<file path="src/rtl/pwm_pkg.sv">
// pwm_pkg: shared mode type, default widths and sizing helper for the PWM block
package pwm_pkg;
   typedef enum logic {PWM_EDGE = 1'b0, PWM_CENTER = 1'b1} pwm_mode_t;
   localparam int DEF_NUM_CH  = 16;
   localparam int DEF_CNT_W   = 8;
   localparam int DEF_PRESC_W = 8;
   // channel index width, kept at least one bit so a single-channel build still has a port
   function automatic int ch_w(input int n);
      return (n > 1) ? $clog2(n) : 1;
   endfunction
endpackage

</file>
<file path="src/rtl/pwm_timebase.sv">
// pwm_timebase: shared prescaler and up / up-down period counter with boundary detection
module pwm_timebase
   import pwm_pkg::*;
#(
   parameter int CNT_W   = DEF_CNT_W,
   parameter int PRESC_W = DEF_PRESC_W
) (
   input  logic               clk,
   input  logic               rst,
   input  logic [CNT_W-1:0]   period,
   input  logic [PRESC_W-1:0] prescale,
   input  logic               center_mode,
   output logic [CNT_W-1:0]   cnt,
   output logic               boundary
);
   logic [PRESC_W-1:0] presc_q, presc_d;
   logic [CNT_W-1:0]   cnt_q, cnt_d;
   logic [CNT_W-1:0]   act_period_q, act_period_d;
   logic               dir_down_q, dir_down_d;
   pwm_mode_t          act_mode_q, act_mode_d;
   logic               tick;

   // next-state: a down-count reaching 1 (or a period of 1 at its peak) closes a centre period
   always_comb begin
      tick = presc_q == prescale;
      presc_d = tick ? '0 : presc_q + 1'b1;
      boundary = tick && (act_period_q == '0
         || (act_mode_q == PWM_EDGE && cnt_q == act_period_q)
         || (act_mode_q == PWM_CENTER && !dir_down_q && cnt_q == act_period_q && act_period_q == CNT_W'(1))
         || (act_mode_q == PWM_CENTER && dir_down_q && cnt_q <= CNT_W'(1)));
      act_period_d = boundary ? period : act_period_q;
      act_mode_d = boundary ? pwm_mode_t'(center_mode) : act_mode_q;
      cnt_d = cnt_q;
      dir_down_d = dir_down_q;
      if (boundary) begin
         cnt_d = '0;
         dir_down_d = 1'b0;
      end else if (tick) begin
         if (dir_down_q) cnt_d = cnt_q - 1'b1;
         else if (act_mode_q == PWM_CENTER && cnt_q == act_period_q) begin
            cnt_d = cnt_q - 1'b1;
            dir_down_d = 1'b1;
         end else cnt_d = cnt_q + 1'b1;
      end
   end

   // timebase state registers
   always_ff @(posedge clk) begin
      if (rst) begin
         presc_q <= '0;
         cnt_q <= '0;
         dir_down_q <= 1'b0;
         act_period_q <= '0;
         act_mode_q <= PWM_EDGE;
      end else begin
         presc_q <= presc_d;
         cnt_q <= cnt_d;
         dir_down_q <= dir_down_d;
         act_period_q <= act_period_d;
         act_mode_q <= act_mode_d;
      end
   end

   assign cnt = cnt_q;
endmodule

</file>
<file path="src/rtl/pwm_multichannel.sv">
// pwm_multichannel: NUM_CH PWM outputs on one timebase with double-buffered duty values
module pwm_multichannel
   import pwm_pkg::*;
#(
   parameter int  NUM_CH  = DEF_NUM_CH,
   parameter int  CNT_W   = DEF_CNT_W,
   parameter int  PRESC_W = DEF_PRESC_W,
   localparam int CH_W    = ch_w(NUM_CH)
) (
   input  logic               clk,
   input  logic               rst,
   input  logic               cfg_we,
   input  logic [CH_W-1:0]    cfg_ch,
   input  logic [CNT_W-1:0]   cfg_duty,
   input  logic [CNT_W-1:0]   period,
   input  logic [PRESC_W-1:0] prescale,
   input  logic               center_mode,
   input  logic [NUM_CH-1:0]  en_out,
   input  logic [NUM_CH-1:0]  en_pwm,
   output logic [NUM_CH-1:0]  out,
   output logic               period_tick
);
   logic [CNT_W-1:0] cnt;
   logic             boundary;
   logic             period_tick_q, period_tick_d;

   pwm_timebase #(.CNT_W(CNT_W), .PRESC_W(PRESC_W)) u_timebase (
      .clk         (clk),
      .rst         (rst),
      .period      (period),
      .prescale    (prescale),
      .center_mode (center_mode),
      .cnt         (cnt),
      .boundary    (boundary)
   );

   // boundary pulse delayed one cycle to line up with the registered outputs
   always_comb begin
      period_tick_d = boundary;
   end

   // boundary pulse register
   always_ff @(posedge clk) begin
      if (rst) period_tick_q <= 1'b0;
      else period_tick_q <= period_tick_d;
   end

   assign period_tick = period_tick_q;

   for (genvar i = 0; i < NUM_CH; i++) begin : g_ch
      logic [CNT_W-1:0] pend_q, pend_d, act_q, act_d;
      logic             out_q, out_d, wr;
      // duty shadowing: a write on a boundary cycle bypasses pending straight into active
      always_comb begin
         wr = cfg_we && cfg_ch == CH_W'(i);
         pend_d = wr ? cfg_duty : pend_q;
         act_d = boundary ? (wr ? cfg_duty : pend_q) : act_q;
         out_d = en_out[i] && (!en_pwm[i] || cnt < act_q);
      end
      // per-channel duty and output registers
      always_ff @(posedge clk) begin
         if (rst) begin
            pend_q <= '0;
            act_q <= '0;
            out_q <= 1'b0;
         end else begin
            pend_q <= pend_d;
            act_q <= act_d;
            out_q <= out_d;
         end
      end
      assign out[i] = out_q;
   end
endmodule

</file>
<file path="config.mk">
export PLATFORM = sky130hd
export DESIGN_NAME = pwm_multichannel
export DESIGN_NICKNAME = d
export VERILOG_FILES = /design/src/rtl/pwm_pkg.sv /design/src/rtl/pwm_timebase.sv /design/src/rtl/pwm_multichannel.sv
export SDC_FILE = /design/constraint.sdc
export NUM_CORES = 1
export LEC_CHECK = 0
export ABC_AREA = 1
export CAP_MARGIN = 20
export CELL_PAD_IN_SITES_DETAIL_PLACEMENT = 1
export CELL_PAD_IN_SITES_GLOBAL_PLACEMENT = 1
export CORE_MARGIN = 5
export CORE_UTILIZATION = 38
export CTS_CLUSTER_DIAMETER = 30
export DETAILED_ROUTE_END_ITERATION = 12
export PLACE_DENSITY_LB_ADDON = 0.1
export SLEW_MARGIN = 20
export SYNTH_ARGS = -nofsm -noshare
export SYNTH_HDL_FRONTEND = slang
export SYNTH_SLANG_ARGS = --single-unit
</file>
<file path="constraint.sdc">
create_clock -name clk -period 4 [get_ports clk]
set_input_delay 0.8 -clock clk [delete_from_list [all_inputs] [get_ports clk]]
set_output_delay 0.8 -clock clk [all_outputs]
set_load 0.02 [all_outputs]
</file>
# After elaboration in Yosys (flattened, before gate mapping)
# Cells that the tools add are included.
word_totals:
  mem_bits_rw: 0
  mem_bits_ro: 0
  mem_count: 0
  latch_bits: 0
  word_cells: 193
  regBits: 299
classes:
  div: 0
  n_shift: 0
  order_cmp: 17
  bitwise: 1
  reduce_logical: 80
  addsub: 3
  mul: 0
  muxes: 20
  eq_ne: 18
op_table:
  columns: ["op", "n"]
  rows:
  - ["8-bit 2-to-1 mux", 18]
  - ["8-bit less-than comparator", 16]
  - ["1-bit logical AND", 40]
  - ["4-bit equality test (second input constant)", 8]
  - ["1-bit logical OR", 19]
  - ["1-bit zero test", 17]
  - ["8-bit by 1-bit adder with 8-bit output (second input constant)", 2]
  - ["4-bit by 3-bit equality test with 1-bit output (second input constant)", 4]
  - ["8-bit equality test", 2]
  - ["4-bit by 2-bit equality test with 1-bit output (second input constant)", 2]
  - ["8-bit by 1-bit equality test with 1-bit output (second input constant)", 1]
  - ["8-bit by 1-bit less-or-equal comparator with 1-bit output (second input constant)", 1]
  - ["8-bit zero test", 1]
  - ["8-bit by 1-bit subtractor with 8-bit output (second input constant)", 1]
  - ["4-bit by 1-bit equality test with 1-bit output (second input constant)", 1]
  - ["4-bit zero test", 1]
  - ["2-bit OR reduction", 2]
  - ["1-bit 2-to-1 mux", 2]
  - ["1-bit inverter", 1]

# Longest topological paths before layout
depth:
  word_depth: 8
  mapped_depth: 14
  depth_no_buf: 13

# Hierarchy
# Synthesis repeated with hierarchy kept, for this count alone.
unflattened:
  hier_cells: 2062
  area_unflattened_um2: 14886.8
modules_own_cells:
  columns: ["mod", "area_per_inst_um2", "instances", "cells_per_inst"]
  rows:
  - ["pwm_multichannel", 13170.1, 1, 1810]
  - ["pwm_timebase", 1716.6, 1, 252]

# Worst setup path after synthesis
# OpenSTA, ideal clock, no wires.
synth_path:
  kind: "input to register"
  from: "input port cfg_we"
  to: "register g_ch[4].act_q[0]"
  n_path_buf: 2
  cell_stages: 7
  slack_ns: 1.989
  required_ns: 3.880
  arrival_time_ns: 1.892
  path_cell_list: "buf_2 inv_1 nor3_2 nand2_1 clkbuf_1 a21oi_1 o21ai_2"
synth_between:
  elab_chain_cells: 2
synth_lines:
  columns: ["element", "line_no", "source"]
  rows:
  - ["start: declaration", "pwm_multichannel.sv:12", "input logic cfg_we,"]
  - ["1-bit logical AND", "pwm_multichannel.sv:55", "wr = cfg_we && cfg_ch == CH_W'(i);"]
  - ["8-bit 2-to-1 mux", "pwm_multichannel.sv:57", "act_d = boundary ? (wr ? cfg_duty : pend_q) : act_q;"]
  - ["end signal: assignment", "pwm_multichannel.sv:68", "act_q <= act_d;"]
  - ["end: declaration", "pwm_multichannel.sv:51", "logic [CNT_W-1:0] pend_q, pend_d, act_q, act_d;"]
# Every way passes these cells.
# A chain may end at the register's enable or synchronous reset.

# Worst setup path after layout
layout_path:
  from: "register u_timebase.cnt_q[6] (netlist: u_timebase.cnt[6])"
  to: "register g_ch[6].act_q[2]"
layout_between:
  elab_chain_cells: 6
  word_cells_on_any_way: 10
  cone_classes: "order compare (1); eq/ne (1); reduce/logical (8)"
layout_lines:
  columns: ["element", "line_no", "source"]
  rows:
  - ["start: declaration", "pwm_timebase.sv:17", "logic [CNT_W-1:0] cnt_q, cnt_d;"]
  - ["start signal: assignment", "pwm_timebase.sv:57", "cnt_q <= cnt_d;"]
  - ["branches (longest 4 deep; another with 8-bit by 1-bit less-or-equal comparator with 1-bit output)", null, null]
  - ["1-bit logical OR *", "pwm_timebase.sv:30", "|| (act_mode_q == PWM_CENTER && dir_down_q && cnt_q <= CNT_W'(1)));"]
  - ["1-bit logical AND *", "pwm_timebase.sv:27", "boundary = tick && (act_period_q == '0"]
  - ["end signal: assignment", "pwm_multichannel.sv:68", null]
  - ["end: declaration", "pwm_multichannel.sv:51", null]
# Every way passes the cells marked *.

==> results summary <==
The count of unique library cells instantiated by Yosys is 32. The logic gate share of total power is 2.8%. The worst IR drop on VDD came out at ~0.57 mV. Relative to the synthesized area, the layout overhead comes to 27.3%.

The startpoint identified for the worst hold timing path is u_timebase.cnt[3]. TritonCTS built the clock tree. The number of top-level pins is approximately 80. The row count came out at 70. The routed wire length is 40.3 mm.

The worst pin sits at a relative slew slack of 28.7%. The number of max-cap violations came out at 0. For this run, the slowest stage of the critical path takes ~0.94 ns. The share of the core filled with cells is between 40% and 50%. Entering global routing, the biggest net connects 157 pins.

The max-slew violation total from the final report came out at 0. Buffers placed on the I/O ports in this run total 80. The number of H-tree levels came out at 3. The first global-routing pass estimated 66.3 mm of wire. The sink of the worst hold path is u_timebase.cnt[3].

After filler insertion, the fill cell instance count of the layout stands at 4322. Dividing the synthesized area by the synthesized cell count gives around 8 µm². The highest fanout seen on the critical path is 77.

In this run, synthesis produced a sequential element count of approximately 300. Once detail routing completed, the nets flagged for antenna violations numbered 0. The startpoint of the lowest-slack register-to-register path is u_timebase.cnt[6]. STA classifies the critical path endpoint as a flop.

The signal arrival time at the worst endpoint is 3.26 ns. The proportion of power drawn by the clock network is 66.8%. The run finished with clean final reports. Global routing used 20.0% of the available tracks across all layers. The share of post-route cells with drive strength above 1 is 15.1%. Of all cell types, the one taking the most synthesized area is sky130_fd_sc_hd__dfxtp_1. The number of setup buffers added after CTS is 0. The remaining routing DRC violations is 0.

Setup repair after global routing left no endpoint under its margin. Before antenna repair, the detailed router went through 4 iterations. The type of the most critical hold path is reg2reg. The post-cts hold buffer count came out at 0.

The setup check on the worst reg-to-reg path leaves a slack of 1.24 ns. The clock reaches the later pin of the worst-skew pair after 0.58 ns. Power spread over the standard cell area amounts to 559 mW/mm². STA classifies the critical path startpoint as a flop. The number of nets in the final layout came out at 2005. The number of antenna violations at the first check in global routing came out at 1. The number of warnings printed during yosys synthesis came out at 0.

The count of final setup violators is 0. The number of global-route vias before repair is about 13000. At the pin with the least slew margin, the transition time is 1.07 ns. After synthesis, the cell types taking the most area are sky130_fd_sc_hd__dfxtp_1 43%, sky130_fd_sc_hd__ha_1 10%, sky130_fd_sc_hd__o21ai_2 6.8%. The die span in x is roughly 200 µm. The share of the clock period used by the worst path after layout is 69.1%. The cell depth of the worst min-delay path came out at 2. Clock skew on the completed layout was measured at 0.0198 ns. The tree is rooted in a sky130_fd_sc_hd__clkbuf_16.

The total negative slack came out at 0 ns. The sequential cell area in the final layout came out at ~0.0060 mm². Dividing the detail-routed via count by the number of cells gives 5.09.

The post-synthesis instance total came out at ~1700. The count of endpoints failing hold in the final timing report came to 0. The post-synthesis instance area came out at 0.0140 mm². The total number of clock tree sinks came out at roughly 300. The core box area came out at 0.0365 mm².

The data required time of the worst path is 4.50 ns. The clock-pin transition on the worst setup and hold timing paths is ~0.040 ns. The number of cells on the worst reg-to-reg path is 9. The analysis attributes to net switching a power of ~2.1 mW. The remaining global-route overflow is 0. No sink is reached through more buffers than the 3 on the longest clock path. The critical path is of the reg2reg type. The routed wire length per instance came out at approximately 17 µm. Net switching is 20.9% of the power. The CTS buffer count is 81. For this block, the initial DRC count from the detailed router was 380. The internal power is 7.89 mW.

The post-DP HPWL is 24.3 mm. The area share of the largest cell type after synthesis came out at between 40% and 50%. The die covers 0.0408 mm². The signal on the critical path passes through inv_1 > nand2_1 > nor3_1 > o211ai_1 > nand2_2 > nand2_4 > buf_12 > nand3_1 > o21ai_2. The sequential share of power is 30.4%. The total power consumption of the routed design is 9.98 mW. Summing all multi-input logic gate instances after layout gives 0.00674 mm². The analysis attributes to cell leakage a power of 7.24 nW. The via count of the routed design is 12005. Among all stages on the critical path, the largest delay is contributed by sky130_fd_sc_hd__dfxtp_1. The post-synthesis sequential area ratio is about 43%.

The die height is 202 µm. Derived from the worst setup path, the maximum achievable clock frequency is 362 MHz. At the end of routability-driven placement, the weighted congestion stood at 0.772. The worst register-to-register path ends at g_ch[6].act_q[2]. The synthesized netlist net count is just under 2000.

The number of gates resized after CTS is 0. The effective utilization at floorplan is roughly two fifths. The worst path in the final design needs a cycle of 2.76 ns, including I/O delays and setup.
cells by family (layout without fill, tap and decap cells):
logic type                 count (synthesis)  count (layout)  share of synthesized area, %
and+or+nand+nor                          649             649                          19.8
AOI/OAI and AO/OA                        383             383                          16.9
DFF                                      299             299                          42.7
buffers and inverters                    286             429                          9.32
adders and majority gates                116             116                          10.3
xor gates and xnor gates                  15              15                         0.937
other                                      0               1                             0
synth_stat cells:
cell	number
sky130_fd_sc_hd__buf_6	15
sky130_fd_sc_hd__o21ai_2	109
sky130_fd_sc_hd__xnor2_1	5
sky130_fd_sc_hd__o21ai_0	75
sky130_fd_sc_hd__nor3b_1	1
sky130_fd_sc_hd__nand3_4	1
sky130_fd_sc_hd__xor2_1	10
sky130_fd_sc_hd__buf_2	10
sky130_fd_sc_hd__nor4_1	1
sky130_fd_sc_hd__nor3_1	9
sky130_fd_sc_hd__nand3_1	168
sky130_fd_sc_hd__nand2_1	192
sky130_fd_sc_hd__nand2_2	4
sky130_fd_sc_hd__o22ai_1	1
sky130_fd_sc_hd__buf_1	5
sky130_fd_sc_hd__nor2_2	2
sky130_fd_sc_hd__inv_2	6
sky130_fd_sc_hd__a21oi_1	177
sky130_fd_sc_hd__o21ai_1	3
sky130_fd_sc_hd__nand3b_1	2
sky130_fd_sc_hd__dfxtp_1	299
sky130_fd_sc_hd__or2_0	1
sky130_fd_sc_hd__buf_4	29
sky130_fd_sc_hd__clkbuf_1	49
sky130_fd_sc_hd__o211ai_1	18
sky130_fd_sc_hd__ha_1	116
sky130_fd_sc_hd__nor2_1	242
sky130_fd_sc_hd__inv_1	171
sky130_fd_sc_hd__nand4_1	23
sky130_fd_sc_hd__nor3_2	2
sky130_fd_sc_hd__or2_1	1
sky130_fd_sc_hd__clkinv_1	1
how the worst max path moves through the flow:
| stage | slack (ns) | from | end | cells after the start |
|---|---|---|---|---|
| 2_1_floorplan | 1.99 | cfg_we | g_ch[4].act_q[0] | 7 |
| 3_3_place_gp | 0.94 | prescale[3] | g_ch[10].act_q[7] | 10 |
| 3_5_place_dp | 0.90 | prescale[5] | g_ch[12].act_q[6] | 10 |
| 4_1_cts | 1.17 | u_timebase.cnt[4] | g_ch[13].act_q[7] | 8 |
| 5_1_grt | 1.05 | u_timebase.cnt[4] | g_ch[11].act_q[1] | 13 |
| 6_report | 1.24 | u_timebase.cnt[6] | g_ch[6].act_q[2] | 9 |
layer usage:
layer | share of wire (%) | vias to the layer above | GRT usage [%]
met3 | 3.2 | 85 | 4.16
met4 | 2.9 | 0 | 7.08
met1 | 45 | 5789 | 24.4
met5 | 0 | - | 0
met2 | 48 | 171 | 34.9
li1 | - | 5960 | -
worst max-delay path: cells and delay by family, from the launching register on:
family / cells / cell delay [ns]
flip-flops: 1 / 0.94
AND/OR/NAND/NOR: 5 / 0.82
buffers and inverters: 2 / 0.59
AO/OA/AOI/OAI: 2 / 0.24
cells in the final DEF (no fill, tap or decap), types with 3 or more instances in the layout:
cell / synthesis / routed
sky130_fd_sc_hd__o21ai_2: 109 / 109
sky130_fd_sc_hd__clkbuf_1: 49 / 11
sky130_fd_sc_hd__ha_1: 116 / 116
sky130_fd_sc_hd__inv_6: 0 / 4
sky130_fd_sc_hd__nand3_1: 168 / 168
sky130_fd_sc_hd__nand2_1: 192 / 192
sky130_fd_sc_hd__clkdlybuf4s50_1: 0 / 79
sky130_fd_sc_hd__nor2_1: 242 / 242
sky130_fd_sc_hd__buf_12: 0 / 4
sky130_fd_sc_hd__inv_1: 171 / 170
sky130_fd_sc_hd__clkinv_2: 0 / 15
sky130_fd_sc_hd__nand2_2: 4 / 3
sky130_fd_sc_hd__a21oi_1: 177 / 177
sky130_fd_sc_hd__dfxtp_1: 299 / 299
sky130_fd_sc_hd__clkbuf_8: 0 / 17
sky130_fd_sc_hd__o21ai_0: 75 / 75
sky130_fd_sc_hd__bufinv_16: 0 / 11
sky130_fd_sc_hd__xnor2_1: 5 / 5
sky130_fd_sc_hd__clkinvlp_4: 0 / 7
sky130_fd_sc_hd__nor3_1: 9 / 9
sky130_fd_sc_hd__xor2_1: 10 / 10
sky130_fd_sc_hd__inv_2: 6 / 6
sky130_fd_sc_hd__o211ai_1: 18 / 18
sky130_fd_sc_hd__buf_4: 29 / 19
sky130_fd_sc_hd__o21ai_1: 3 / 3
sky130_fd_sc_hd__clkbuf_16: 0 / 83
sky130_fd_sc_hd__nand4_1: 23 / 23
power groups by stage:
stage                     combinational (mW)  clock (mW)  sequential, mW
after detailed placement               0.285           0            3.08
after global routing                   0.310        6.97            3.03
after CTS                              0.288        6.80            3.03
after floorplan                        0.152           0            3.08
after global placement                 0.280           0            3.08
final                                  0.282        6.66            3.03
metrics by stage:
| step | hold WS, ns | worst slack [ns] | area [µm²] | instances |
|---|---|---|---|---|
| 2_1_floorplan | 0.442 | 1.99 | 14000 | 1748 |
| 5_1_grt | 0.497 | 1.05 | 17800 | 2360 |
| 6_report | 0.469 | 1.24 | 17800 | 2360 |
| 3_3_place_gp | 0.456 | 0.944 | 15000 | 2210 |
| 4_1_cts | 0.469 | 1.17 | 17800 | 2359 |
| 3_5_place_dp | 0.462 | 0.897 | 15000 | 2210 |
state kept, by name (all words and copies together), names as in the netlist:
signal and cells:
period_tick 1, u_timebase.presc_q 8, u_timebase.cnt 8, g_ch.pend_q 128, u_timebase.act_period_q 8, u_timebase.act_mode_q 1, g_ch.out_q 16, u_timebase.dir_down_q 1
g_ch.act_q 128
layout make-up:
| class | count | share of cell area, % |
|---|---|---|
| Clock inverter | 38 | 2.81 |
| Multi-Input combinational cell | 1163 | 37.7 |
| Antenna cell | 1 | 0.0140 |
| Clock buffer | 111 | 13.2 |
| Inverter | 178 | 3.77 |
| Timing Repair Buffer | 102 | 5.68 |
| Tap cell | 468 | 3.28 |
| Sequential cell | 299 | 33.5 |
Power figures use the tool's default switching activity.
